### config.mk
export PLATFORM = sky130hd
export DESIGN_NAME = load_store_unit_flat
export DESIGN_NICKNAME = d
export VERILOG_FILES = /design/src/rtl/load_store_unit_if.sv /design/src/rtl/load_store_unit.sv /design/src/flat_wrapper.sv
export SDC_FILE = /design/constraint.sdc
export NUM_CORES = 1
export LEC_CHECK = 0
export ABC_AREA = 1
export BUFFER_PORTS_ARGS = -buffer_cell sky130_fd_sc_hd__buf_2
export CAP_MARGIN = 15
export CELL_PAD_IN_SITES_DETAIL_PLACEMENT = 0
export CELL_PAD_IN_SITES_GLOBAL_PLACEMENT = 1
export CORE_MARGIN = 2
export CORE_UTILIZATION = 35
export DETAILED_ROUTE_END_ITERATION = 8
export PLACE_DENSITY_LB_ADDON = 0.1
export SYNTH_ARGS = -nofsm -noshare
export SYNTH_HDL_FRONTEND = slang
export SYNTH_SLANG_ARGS = --single-unit
### constraint.sdc
create_clock -name clk -period 1.7 [get_ports clk]
set_input_delay 0.255 -clock clk [delete_from_list [all_inputs] [get_ports clk]]
set_output_delay 0.255 -clock clk [all_outputs]
set_load 0.1 [all_outputs]
### src/rtl/load_store_unit_if.sv
// rtl/load_store_unit_if.sv - core request/response and word-memory bus of the load/store unit
//
// Purpose: bundles the core-side request/response handshake and the word-memory
// strobes into one interface.
// Modports:
//   slave  - the load/store unit: takes req_*, mem_rdata; drives req_ready,
//            resp_*, mem_read, mem_write, mem_addr, mem_wdata.
//   master - the core plus memory side: the mirror image of slave.
interface load_store_unit_if #(
   parameter int ADDR_WIDTH = 32,
   parameter int DATA_WIDTH = 32
);
   logic                  req_valid;
   logic                  req_ready;
   logic                  req_we;
   logic [2:0]            req_funct3;
   logic [ADDR_WIDTH-1:0] req_addr;
   logic [DATA_WIDTH-1:0] req_wdata;
   logic                  resp_valid;
   logic [DATA_WIDTH-1:0] resp_rdata;
   logic                  resp_err;
   logic                  mem_read;
   logic                  mem_write;
   logic [ADDR_WIDTH-1:0] mem_addr;
   logic [DATA_WIDTH-1:0] mem_wdata;
   logic [DATA_WIDTH-1:0] mem_rdata;

   modport slave (
      input  req_valid, req_we, req_funct3, req_addr, req_wdata, mem_rdata,
      output req_ready, resp_valid, resp_rdata, resp_err,
             mem_read, mem_write, mem_addr, mem_wdata
   );

   modport master (
      output req_valid, req_we, req_funct3, req_addr, req_wdata, mem_rdata,
      input  req_ready, resp_valid, resp_rdata, resp_err,
             mem_read, mem_write, mem_addr, mem_wdata
   );
endinterface

### src/rtl/load_store_unit.sv
// rtl/load_store_unit.sv - RV32I byte/halfword/word load-store unit over a word memory
//
// Purpose: accepts one load or store at a time, checks alignment and width code,
// performs loads with lane select and extension, and stores of byte/halfword
// width as read-modify-write of the containing word.
// Ports:
//   clk   - single clock, rising edge
//   rst_n - asynchronous active-low reset
//   bus   - load_store_unit_if.slave: request/response handshake and memory bus
module load_store_unit #(
   parameter int ADDR_WIDTH = 32,
   parameter int DATA_WIDTH = 32
) (
   input  logic                    clk,
   input  logic                    rst_n,
   load_store_unit_if.slave        bus
);

   typedef enum logic [2:0] {IDLE, LOAD, RMW_RD, WRITE, RESP} state_e;

   state_e                state_q, state_d;
   logic                  we_q, we_d;
   logic [2:0]            funct3_q, funct3_d;
   logic [ADDR_WIDTH-1:0] addr_q, addr_d;
   logic [DATA_WIDTH-1:0] wdata_q, wdata_d;   // raw store data, then merged word
   logic                  err_q, err_d;
   logic [DATA_WIDTH-1:0] rdata_q, rdata_d;

   logic                  req_err;
   logic [7:0]            ld_byte;
   logic [15:0]           ld_half;
   logic [DATA_WIDTH-1:0] ld_ext;
   logic [DATA_WIDTH-1:0] merged;

   // Legality of the request on the bus, evaluated in the accept cycle.
   always_comb begin
      req_err = 1'b0;
      if (bus.req_we) begin
         if (bus.req_funct3 > 3'd2) req_err = 1'b1;
      end else begin
         if (bus.req_funct3 == 3'd3 || bus.req_funct3 == 3'd6 || bus.req_funct3 == 3'd7)
            req_err = 1'b1;
      end
      // funct3[1:0] = 01 covers H/HU/SH, 10 covers W/SW.
      if (bus.req_funct3[1:0] == 2'b01 && bus.req_addr[0])
         req_err = 1'b1;
      if (bus.req_funct3[1:0] == 2'b10 && bus.req_addr[1:0] != 2'b00)
         req_err = 1'b1;
   end

   // Load lane select and extension; funct3[2] set means zero-extend.
   always_comb begin
      case (addr_q[1:0])
         2'd0:    ld_byte = bus.mem_rdata[7:0];
         2'd1:    ld_byte = bus.mem_rdata[15:8];
         2'd2:    ld_byte = bus.mem_rdata[23:16];
         default: ld_byte = bus.mem_rdata[31:24];
      endcase
      ld_half = addr_q[1] ? bus.mem_rdata[31:16] : bus.mem_rdata[15:0];
      case (funct3_q[1:0])
         2'b00:   ld_ext = {{24{ld_byte[7] & ~funct3_q[2]}}, ld_byte};
         2'b01:   ld_ext = {{16{ld_half[15] & ~funct3_q[2]}}, ld_half};
         default: ld_ext = bus.mem_rdata;
      endcase
   end

   // Store merge: replace only the addressed lane(s) of the word just read.
   always_comb begin
      merged = bus.mem_rdata;
      if (funct3_q[1:0] == 2'b00) begin
         case (addr_q[1:0])
            2'd0:    merged[7:0]   = wdata_q[7:0];
            2'd1:    merged[15:8]  = wdata_q[7:0];
            2'd2:    merged[23:16] = wdata_q[7:0];
            default: merged[31:24] = wdata_q[7:0];
         endcase
      end else if (addr_q[1]) begin
         merged[31:16] = wdata_q[15:0];
      end else begin
         merged[15:0]  = wdata_q[15:0];
      end
   end

   always_comb begin
      state_d  = state_q;
      we_d     = we_q;
      funct3_d = funct3_q;
      addr_d   = addr_q;
      wdata_d  = wdata_q;
      err_d    = err_q;
      rdata_d  = rdata_q;
      case (state_q)
         IDLE: begin
            if (bus.req_valid) begin
               we_d     = bus.req_we;
               funct3_d = bus.req_funct3;
               addr_d   = bus.req_addr;
               wdata_d  = bus.req_wdata;
               err_d    = req_err;
               if (req_err)                    state_d = RESP;
               else if (!bus.req_we)           state_d = LOAD;
               else if (bus.req_funct3 == 3'd2) state_d = WRITE;
               else                            state_d = RMW_RD;
            end
         end
         LOAD: begin
            rdata_d = ld_ext;
            state_d = RESP;
         end
         RMW_RD: begin
            wdata_d = merged;
            state_d = WRITE;
         end
         WRITE:   state_d = RESP;
         RESP:    state_d = IDLE;
         default: state_d = IDLE;
      endcase
   end

   always_ff @(posedge clk or negedge rst_n) begin
      if (!rst_n) begin
         state_q  <= IDLE;
         we_q     <= 1'b0;
         funct3_q <= 3'd0;
         addr_q   <= '0;
         wdata_q  <= '0;
         err_q    <= 1'b0;
         rdata_q  <= '0;
      end else begin
         state_q  <= state_d;
         we_q     <= we_d;
         funct3_q <= funct3_d;
         addr_q   <= addr_d;
         wdata_q  <= wdata_d;
         err_q    <= err_d;
         rdata_q  <= rdata_d;
      end
   end

   // All outputs decode from registered state, so reset clears them at once.
   logic mem_phase;
   assign mem_phase      = (state_q == LOAD) || (state_q == RMW_RD) || (state_q == WRITE);
   assign bus.req_ready  = (state_q == IDLE);
   assign bus.resp_valid = (state_q == RESP);
   assign bus.resp_err   = (state_q == RESP) && err_q;
   assign bus.resp_rdata = rdata_q;
   assign bus.mem_read   = (state_q == LOAD) || (state_q == RMW_RD);
   assign bus.mem_write  = (state_q == WRITE);
   assign bus.mem_addr   = mem_phase ? {2'b00, addr_q[ADDR_WIDTH-1:2]} : '0;
   assign bus.mem_wdata  = (state_q == WRITE) ? wdata_q : '0;

   logic unused_ok;
   assign unused_ok = we_q;

endmodule

### src/flat_wrapper.sv
// flat-port wrapper written by rule: the top's interface ports become plain ports
module load_store_unit_flat 
#(
   parameter int ADDR_WIDTH = 32,
   parameter int DATA_WIDTH = 32
)
  (clk, rst_n, bus_req_valid, bus_req_we, bus_req_funct3, bus_req_addr, bus_req_wdata, bus_mem_rdata, bus_req_ready, bus_resp_valid, bus_resp_rdata, bus_resp_err, bus_mem_read, bus_mem_write, bus_mem_addr, bus_mem_wdata);
  load_store_unit_if #(.ADDR_WIDTH(ADDR_WIDTH), .DATA_WIDTH(DATA_WIDTH)) bus_i ();
  input  logic clk;
  input  logic rst_n;
  input wire logic [$bits(bus_i.req_valid)-1:0] bus_req_valid;
  input wire logic [$bits(bus_i.req_we)-1:0] bus_req_we;
  input wire logic [$bits(bus_i.req_funct3)-1:0] bus_req_funct3;
  input wire logic [$bits(bus_i.req_addr)-1:0] bus_req_addr;
  input wire logic [$bits(bus_i.req_wdata)-1:0] bus_req_wdata;
  input wire logic [$bits(bus_i.mem_rdata)-1:0] bus_mem_rdata;
  output wire logic [$bits(bus_i.req_ready)-1:0] bus_req_ready;
  output wire logic [$bits(bus_i.resp_valid)-1:0] bus_resp_valid;
  output wire logic [$bits(bus_i.resp_rdata)-1:0] bus_resp_rdata;
  output wire logic [$bits(bus_i.resp_err)-1:0] bus_resp_err;
  output wire logic [$bits(bus_i.mem_read)-1:0] bus_mem_read;
  output wire logic [$bits(bus_i.mem_write)-1:0] bus_mem_write;
  output wire logic [$bits(bus_i.mem_addr)-1:0] bus_mem_addr;
  output wire logic [$bits(bus_i.mem_wdata)-1:0] bus_mem_wdata;
  assign bus_i.req_valid = bus_req_valid;
  assign bus_i.req_we = bus_req_we;
  assign bus_i.req_funct3 = bus_req_funct3;
  assign bus_i.req_addr = bus_req_addr;
  assign bus_i.req_wdata = bus_req_wdata;
  assign bus_i.mem_rdata = bus_mem_rdata;
  assign bus_req_ready = bus_i.req_ready;
  assign bus_resp_valid = bus_i.resp_valid;
  assign bus_resp_rdata = bus_i.resp_rdata;
  assign bus_resp_err = bus_i.resp_err;
  assign bus_mem_read = bus_i.mem_read;
  assign bus_mem_write = bus_i.mem_write;
  assign bus_mem_addr = bus_i.mem_addr;
  assign bus_mem_wdata = bus_i.mem_wdata;
  load_store_unit #(.ADDR_WIDTH(ADDR_WIDTH), .DATA_WIDTH(DATA_WIDTH)) u_core (.clk(clk), .rst_n(rst_n), .bus(bus_i));
endmodule
### After elaboration in Yosys (flattened, before gate mapping)

Cells that the tools add are included.

* $lt $le $gt $ge: 1
* equal/unequal tests: 16
* multiplexer cells: 24
* bitwise gates (word level): 3
* reduce and logical (&&, ||, !) cells: 18

Operators by type and width (number)
* case mux 32 bit (2 select lines): 2
* two-way mux 32 bit: 3
* two-way mux 16 bit: 3
* two-way mux 8 bit: 4
* two-way mux 30 bit: 1
* case mux 8 bit (3 select lines): 1
* equality test 3 x 2 -> 1 bit (second input constant): 4
* equality test 3 bit (second input constant): 3
* two-way mux 3 bit: 3
* case mux 3 bit (3 select lines): 1
* equality test 2 x 1 -> 1 bit (second input constant): 3
* two-way mux 1 bit: 6
* equality test 2 bit (second input constant): 2
* logical NOT 2 bit: 2
* logical OR 1 bit: 4
* AND reduction 2 bit: 2
* AND reduction 4 bit: 1
* nonzero test 2 bit: 2
* equality test 3 x 1 -> 1 bit (second input constant): 1
* > comparator 3 x 2 -> 1 bit (second input constant): 1
* logical AND 1 bit: 3
* logical NOT 3 bit: 1
* != test 3 x 1 -> 1 bit (second input constant): 1
* != test 3 bit (second input constant): 1
* 6 further kinds: 7

* register bits after elaboration: 103
* input port bits: 103
* output and inout port bits: 101
* logic and storage cells: 70

### Longest topological paths before layout

Gate-level depths: netlist (run 1).

* depth in word-level cells: 10
* gate-level depth with buffers: 10

### Least setup slack after synthesis (run 1)

OpenSTA, ideal clock, no wires.

* path type: flip-flop to output port
* start point: register u_core.state_q[2]
* end point: output port bus_mem_wdata[10]
* arrival: 3.783 ns
* path slack: -2.338 ns
* cell stages (with the launch flop): 7
* path buffers: 1
* cell sequence: dfrtp_1 nor2_8 inv_1 nor2_1 inv_1 clkbuf_1 nor2_1

* longest elaborated chain between the ends: 2

RTL lines
* start: declaration: RTL line load_store_unit.sv:21 `state_e state_q, state_d;`
* start signal: assignment: RTL line load_store_unit.sv:130 `state_q <= state_d;`
* equality test 3 x 2 -> 1 bit
* via bus_mem_write: RTL line flat_wrapper.sv:22 `output wire logic [$bits(bus_i.mem_write)-1:0] bus_mem_write;`
* two-way mux 32 bit: RTL line load_store_unit.sv:150 `assign bus.mem_wdata = (state_q == WRITE) ? wdata_q : '0;`
* end: declaration: RTL line flat_wrapper.sv:24 `output wire logic [$bits(bus_i.mem_wdata)-1:0] bus_mem_wdata;`

The timed path passes the listed nets, and every way through them passes these cells.

### Final worst setup path (run 1)

* start point: register u_core.state_q[1]
* end point: output port bus_mem_wdata[10]

* longest elaborated chain between the ends: 2

RTL lines (RTL line)
* equality test 3 x 2 -> 1 bit: load_store_unit.sv:150
* two-way mux 32 bit: load_store_unit.sv:150

Every way passes these cells.

==> summary.md, run 1 <==
| Metric | Value |
|---|---|
| Synth-to-layout area growth | `58.3%` |
| Final ANT Viol Nets | `0` |
| Sw power | `11.3 mW` |
| # rows | `48` |
| Worst path bufs/invs | `5` |
| # fillers | `1668` |
| CTS tree | `built` |
| Vias in the first global route | `between 6000 and 7000` |
| Post-synth cell types | `30` |
| Synth warn | `0` |
| Worst reg2reg startpoint | `u_core.state_q[2]` |
| Post-Syn Area | `0.00611 mm²` |
| Max-slew violations | `0` |
| RSZ-0062 raised after global routing | `yes` |
| Combinational power share | `between 60% and 70%` |
| IO buf count | `around 200` |
| # setup viols final | `66` |
| Met2 usage | `38.4%` |
| Worst Setup Slack, final | `-209 ps` |
| DP Wirelength | `16.0 mm` |
| Most frequent cells in the layout | `216 x nand2_1, 133 x buf_2, 117 x inv_1` |
| Power share of the clock group | `10.5%` |
| Hold_sp | `bus_req_addr[11]` |
| Final Cycle Share | `112%` |
| Fmax | `524 MHz` |
| Worst hold margin | `95.9 ps` |
| Core ar. | `0.0172 mm²` |
| Non-filler cells, final | `1334` |
| Post-Synth Adder-Cell Area | `0%` |
| Clk_lat worst skew | `360 ps` |
| CP required | `1440 ps` |
| Mux cell area share after synthesis | `0%` |
| Pwr Density | `2080 mW/mm²` |
| Sw Share | `56.4%` |
| Reg-to-reg critical path endpoint | `u_core.bus.resp_rdata[21]` |
| Final Hold Viols | `0` |
| Worst R2R Path Depth | `10` |
| Io pins | `204` |
| Pin count of the biggest net entering global routing | `42` |
| Reg clk slew, reported paths | `~80 ps` |
| Xor/xnor cell area share of the yosys netlist | `0%` |
| Status | `complete, but fails checks` |
| Met1 usage | `30.6%` |
| CP Cell Sequence | `inv_2 -> nor2_8 -> inv_2 -> nor2_4 -> inv_6 -> buf_12 -> nor2_4 -> buf_12` |
| Footprint of the multi-input gates | `0.00335 mm²` |
| Die Span X | `136 µm` |
| First-pass GRT wire length | `roughly 33 mm` |
| Critical path peak fanout | `11` |
| Final Total Pwr | `approximately 20 mW` |
| Vias | `6318` |
| Commonest non-fill, non-tap cell in the layout | `nand2_1` |
| DRC Markers | `0` |
| Startpoint Class | `flop` |
| Sequential power share | `22.0%` |
| Root buffer cell | `clkbuf_16` |
| Final WL | `20.8 mm` |
| Cts bufs inserted | `9` |
| Overall global routing resource usage | `between 20% and 30%` |
| Crit path max-delay cell type | `dfrtp_1` |
| Internal | `8.77 mW` |
| Htree depth | `3` |
| DRT iter0 DRCs | `379` |
| Final nets | `1205` |
| Clock Tree Buf Depth | `2` |
| Largest vdd supply drop | `1.67 mV` |
| Mean Syn Cell Area | `6.87 µm²` |
| Min-Delay Endpoint | `u_core.addr_q[11]` |
| Initial core utilization | `35.6%` |
| Detailed Routing Iterations Pass 1 | `5` |
| Routability cong. | `0.898` |
| Post-route cell area | `0.00967 mm²` |
| TNS Setup | `-10780 ps` |
| Simple-gate area share of the yosys netlist | `30.8%` |
| R2r setup slk | `roughly 80 ps` |
| Grt met3 use | `5.18%` |
| CTS Sinks | `103` |
| Avg WL per Cell | `about 16 µm` |
| Die height | `~140 µm` |
| Seq/Total Area, Yosys | `42.2%` |
| Fin util | `56.3%` |
| Type of the worst setup path | `flop to output port` |
| Min-Delay Path Depth | `3` |
| Final Critical Period | `1910 ps` |
| GR peak layer | `met2` |
| Synth Area in Compound Gates | `15.5%` |
| Crit. End Element | `output port` |
| Pre-CTS setup slack | `68.4 ps` |
| Largest family of logic cells by synthesized area | `simple AND/OR/NAND/NOR gates` |
| Pleak | `4.60 nW` |
| Placed insts | `roughly 1300` |
| Die area | `0.0185 mm²` |
| Overflow after GRT | `0` |
| Reg area | `0.00258 mm²` |
| DR vias/cell | `4.74` |
| Max-cap violation count | `0` |
| #FFs+latches synth | `103` |
| Failing checks | `negative setup slack` |
| Arr. time, crit path | `1650 ps` |
| DP Area | `between 0.009 and 0.01 mm²` |
| Family with the most delay on the worst path | `buffers and inverters` |
| Antenna violations before repair | `3` |
| Worst Skew | `9.64 ps` |
| Hold Crit Class | `input port to flop` |
| Mapped Cells | `890` |
| Share of post-route cells with drive strength above 1 | `~34%` |
| Critical path's largest stage delay | `360 ps` |
[per-layer routing]
layer / share of wire, % / up-vias / wire [µm]
li1: - / 3223 / -
met5: 0.034 / - / 7
met3: 5.9 / 15 / 1230
met2: 48 / 182 / 10100
met1: 45 / 2896 / 9260
met4: 1.1 / 2 / 222
[timing repair]
| action | in CTS | in global routing |
|---|---|---|
| gates resized for setup | 7 | 5 |
| pin swaps | 5 | 1 |
| hold buffers | 1 | 0 |
| buffers inserted | 3 | 2 |
| gates cloned | 1 | 1 |
| hold endpoints to repair | 21 | 0 |
| setup endpoints to repair | 67 | 89 |
[worst max-delay path by stage]
stage	end	depth (start not counted)	slack, ps	from
finish	bus_mem_wdata[10]	8	-210	u_core.state_q[1]
global route	bus_mem_addr[19]	6	-290	u_core.state_q[0]
CTS	bus_mem_wdata[20]	8	-240	u_core.state_q[1]
detailed placement	bus_mem_wdata[21]	7	70	u_core.state_q[2]
global placement	bus_mem_wdata[10]	7	80	u_core.state_q[2]
floorplan	bus_mem_wdata[10]	7	-660	u_core.state_q[1]
[tightest hold or removal path, stage by stage]
cell	delay, ps
buf_2	70
nand2_1	40
o21ai_0	50
[synth_stat cells]
library cell  instances  area [µm²]
a21oi_1              48         240
nand2_1             219         822
clkbuf_1             21        78.8
buf_4                 2        15.0
nand2_2               2        12.5
o211ai_1             19         143
nor2_1              120         450
buf_2                23         115
inv_1               120         450
a21boi_0              2        15.0
conb_1                1        3.75
nand3_2               2        20.0
or2_1                 5        31.3
buf_6                 1        11.3
o21ai_0              88         440
nor2_2                2        12.5
a2bb2oi_1             6        52.6
buf_1                 3        11.3
nor2_4                3        33.8
or2_2                20         125
nor2_8                1        20.0
nor3b_1               1        7.51
nand2_4               3        33.8
a21boi_1              2        15.0
inv_2                 6        22.5
nand4_1               8        50.1
nor3_2                1        10.0
nand3_1              50         250
dfrtp_1             103        2580
o21ai_1               8        40.0
[power by group through the flow]
stage	Sequential (mW)	Clock [mW]	Combinational, mW
5_1_grt	4.56	2.25	14.7
4_1_cts	4.41	2.16	13.6
3_3_place_gp	4.43	0	13.4
2_1_floorplan	7.07	0	6.97
6_report	4.42	2.10	13.6
3_5_place_dp	4.45	0	13.4
[state kept, by name (all words and copies together) (netlist names)]
| signal | count |
|---|---|
| u_core.err_q | 1 |
| u_core.state_q | 3 |
| u_core.bus.resp_rdata | 32 |
| u_core.addr_q | 32 |
| u_core.funct3_q | 3 |
| u_core.wdata_q | 32 |
[cell type report]
cell class / instances / area share, %
multi-input combinational: 612 / 34.6
timing repair buffer: 250 / 27.7
sequential: 103 / 26.7
inverter: 126 / 4.99
tap: 225 / 2.91
clock buffer: 10 / 2.47
clock inverter: 6 / 0.543
antenna: 2 / 0.0517
[cells by family (layout without fill, tap and decap cells)]
group / count (synthesis) / count (layout)
compound gates: 173 / 173
buf+inv: 176 / 392
flops: 103 / 103
other cells: 1 / 4
simple gates: 437 / 437
No activity file was read; power rests on OpenSTA's default activity.
==> run 2, diff against run 1 <==
ABC_AREA = 0   (was 1)
CORE_UTILIZATION = 37   (was 35)
==> summary.md, run 2 <==
| Metric | Value |
|---|---|
| Clock Tree Buf Depth | `2 (unchanged)` |
| DRT iter0 DRCs | `350 (-7.7%)` |
| CTS Sinks | `103 (unchanged)` |
| Crit path to | `bus_mem_wdata[14]` |
| Type of the worst setup path | `flop to output port` |
| Mapped Cells | `663 (-26%)` |
| Final nets | `995 (-17%)` |
| EDFF count, synth | `0 (unchanged)` |
| R2r setup slk | `-160 ps (-240 ps)` |
| Share of post-route cells with drive strength above 1 | `46.0% (+12 points)` |
| Status | `complete, but fails checks` |
| Slew headroom | `58.2%` |
| Io pins | `204 (unchanged)` |
| Pwr Density | `2350 mW/mm² (+13%)` |
| Hold Crit Class | `input port to flop` |
| Overall global routing resource usage | `25.3% (+2.3 points)` |
| Met1 Wirelength | `9.20 mm (-0.59%)` |
| Met2 wire length | `10.7 mm (+5.7%)` |
| Vias | `6004 (-5.0%)` |
| Crit path max-delay cell type | `dfrtp_2` |
| Cts bufs inserted | `9 (unchanged)` |
| Commonest non-fill, non-tap cell in the layout | `nand2_1` |
| Post-synth cell types | `47 (+57%)` |
| Synth warn | `0 (unchanged)` |
| TNS Setup | `-15810 ps (-5030 ps)` |
| Max-cap violation count | `0 (unchanged)` |
| RSZ-0062 raised after global routing | `yes` |
| Count leader, synth | `nand2_1` |
| DR vias/cell | `5.53 (+17%)` |
| Max-slew violations | `0 (unchanged)` |
| Synth-to-layout area growth | `65.1%` |
| #FFs+latches synth | `103 (unchanged)` |
| CP Cell Sequence | `inv_2 -> nor3_4 -> buf_12 -> buf_12 -> and2_4 -> buf_12` |
| Crit. End Element | `output port` |
| Antenna violations before repair | `0 (-3)` |
| Pin count of the biggest net entering global routing | `104 (+150%)` |
| Reg clk slew, reported paths | `70 ps (about the same)` |
| Clk_lat worst skew | `360 ps (about the same)` |
| Pleak | `4.26 nW (-7.4%)` |
| # setup viols final | `105 (+59%)` |
| Worst-Margin Slew | `624 ps` |
| DRC Markers | `0 (unchanged)` |
| Startpoint Class | `flop` |
| Worst Setup Slack, final | `-252 ps (-43.2 ps)` |
| Met3 WL | `1.28 mm (+4.4%)` |
| Htree depth | `3 (unchanged)` |
| Post-Syn Area | `0.00575 mm² (-5.9%)` |
| # fillers | `1313 (-21%)` |
| Final ANT Viol Nets | `0 (unchanged)` |
| Final Hold Viols | `0 (unchanged)` |
| Largest vdd supply drop | `1.24 mV (-26%)` |
| Seq/Total Area, Yosys | `44.8% (+2.6 points)` |
| Detailed Routing Iterations Pass 1 | `6 (+1)` |
| Non-filler cells, final | `1085 (-19%)` |
| IO buf count | `201 (unchanged)` |
| Worst R2R Path Depth | `8 (-2)` |
| Diodes inserted | `0 (-2)` |
| Post-synth top area cell | `dfrtp_1` |
| Vias in the first global route | `6033 (-1.5%)` |
| Most frequent cells in the layout | `141 x nand2_1, 133 x buf_2, 99 x dfrtp_1` |
| Ranking of synthesized cells by area | `dfrtp_1 45%, nand2_1 9.4%, and2_1 7.5%` |
| Worst Skew | `5.34 ps (-4.30 ps)` |
| Fmax | `512 MHz (-2.2%)` |
| Final WL | `21.7 mm (+4.5%)` |
| Final Cycle Share | `115% (+2.5 points)` |
| Die area | `0.0166 mm² (-11%)` |
| Root buffer cell | `clkbuf_16` |
| Synth Flop Type | `dfrtp_1` |
| First-pass GRT wire length | `32.5 mm (-1.4%)` |
| CP dominant cell by count | `buf_12` |
| Routability cong. | `0.835 (-7.1%)` |
| CTS tree | `built` |
| CP required | `1440 ps (about the same)` |
| Reg-to-reg critical path endpoint | `u_core.bus.resp_rdata[29]` |
| Critical path peak fanout | `9 (-2)` |
| Final Critical Period | `1950 ps (+43.2 ps)` |
| Avg WL per Cell | `20.0 µm (+28%)` |
| # rows | `45 (-6.3%)` |
| Failing checks | `negative setup slack` |
| Mean Syn Cell Area | `8.67 µm² (+26%)` |
| CP startpoint | `u_core.state_q[1]` |
| Die Span X | `129 µm (-5.5%)` |
| Critical path's largest stage delay | `440 ps (+80 ps)` |
| Worst reg2reg startpoint | `u_core.state_q[0]` |
| DP Wirelength | `14.5 mm (-9.5%)` |
| Die height | `129 µm (-5.5%)` |
| Placed insts | `1036 (-21%)` |
| Overflow after GRT | `0 (unchanged)` |
| Most instantiated cells after synthesis | `144 x nand2_1, 103 x dfrtp_1, 69 x and2_1` |
| Share of the synthesized area in the top cell type | `44.8% (+2.6 points)` |
| Post-synth ARST share | `100% (unchanged)` |
| Highest metal used | `met4` |
| Initial core utilization | `37.8% (+2.3 points)` |
| Arr. time, crit path | `1700 ps (+50 ps)` |
| Core ar. | `0.0152 mm² (-11%)` |
==> run 2: cell count changes after synthesis, sizes merged, moves of 17 or more <==
cell    change
inv       -122
nand2      -80
nor2       -74
and2       +69
o21ai      -59
nand3      -51
a221oi     +25
or2        -25
a21oi      -20
mux2i      +17
o31ai      +17
==> run 2: cells by family after synthesis <==
| kind of cell | share of synthesized area [%] |
|---|---|
| AO/OA/AOI/OAI | 21.8 |
| buffers and inverters | 5.07 |
| flip-flops | 44.8 |
| multiplexers | 2.96 |
| other | 0.0652 |
| AND/OR/NAND/NOR | 25.3 |
==> run 2: metal layers <==
metal | up-vias | GRT usage (%)
li1 | 2786 | -
met1 | 2953 | 32.4
met2 | 221 | 42.4
met3 | 44 | 5.45
met4 | 0 | 9.02
met5 | - | 0
==> run 2: critical path: cells and delay by family, from the launching register on <==
| kind | cells | cell delay, ps |
|---|---|---|
| buffers and inverters | 4 | 530 |
| AND/OR/NAND/NOR | 2 | 360 |
| flip-flops | 1 | 440 |
==> run 2: layout make-up <==
type / count / area (µm²) / area share, %
timing repair buffer: 271 / 3000 / 31.6
clock buffer: 10 / 229 / 2.41
clock inverter: 6 / 37.5 / 0.395
sequential: 103 / 2580 / 27.2
inverter: 4 / 15.0 / 0.158
tap: 188 / 235 / 2.48
multi-input combinational: 503 / 3390 / 35.7
==> run 2: per-stage QoR <==
| stage | hold WS [ps] | area [µm²] | power, mW | setup WS [ps] | util, % |
|---|---|---|---|---|---|
| after floorplan | -40.6 | 5960 | 14.2 | -341 | - |
| after global placement | 372 | 8300 | 17.8 | -34.5 | 54.6 |
| after detailed placement | 374 | 8300 | 18.0 | -111 | 54.6 |
| after CTS | 75.9 | 9160 | 21.3 | -243 | 60.2 |
| after global routing | 94.7 | 9490 | 23.4 | -314 | 62.4 |
| final | 87.2 | 9490 | 22.3 | -252 | 62.4 |
==> run 2: what timing repair did <==
action                                  CTS  global route
buffers inserted                         17             7
hold endpoints to repair                 12             0
resized for setup                        95            37
pin swaps                                20            12
cloned                                    5             8
hold buffers                              1             0
endpoints found under the setup margin   99           158
==> run 2: how the worst min path moves through the flow <==
| stage | startpoint | to | slack, ps | cells past startpoint |
|---|---|---|---|---|
| 3_5_place_dp | rst_n | u_core.wdata_q[18] | 370 | 2 |
| 5_1_grt | bus_req_addr[26] | u_core.addr_q[26] | 90 | 3 |
| 4_1_cts | bus_req_addr[25] | u_core.addr_q[25] | 80 | 3 |
| 2_1_floorplan | rst_n | u_core.addr_q[0] | -40 | 0 |
| 3_3_place_gp | rst_n | u_core.wdata_q[18] | 370 | 2 |
| 6_report | bus_req_addr[25] | u_core.addr_q[25] | 90 | 3 |
==> run 2: report_power, final <==
group | switching [mW] | internal, mW
sequential | 1.10 | 3.71
combinational | 10.0 | 5.49
clock | 0.964 | 0.987
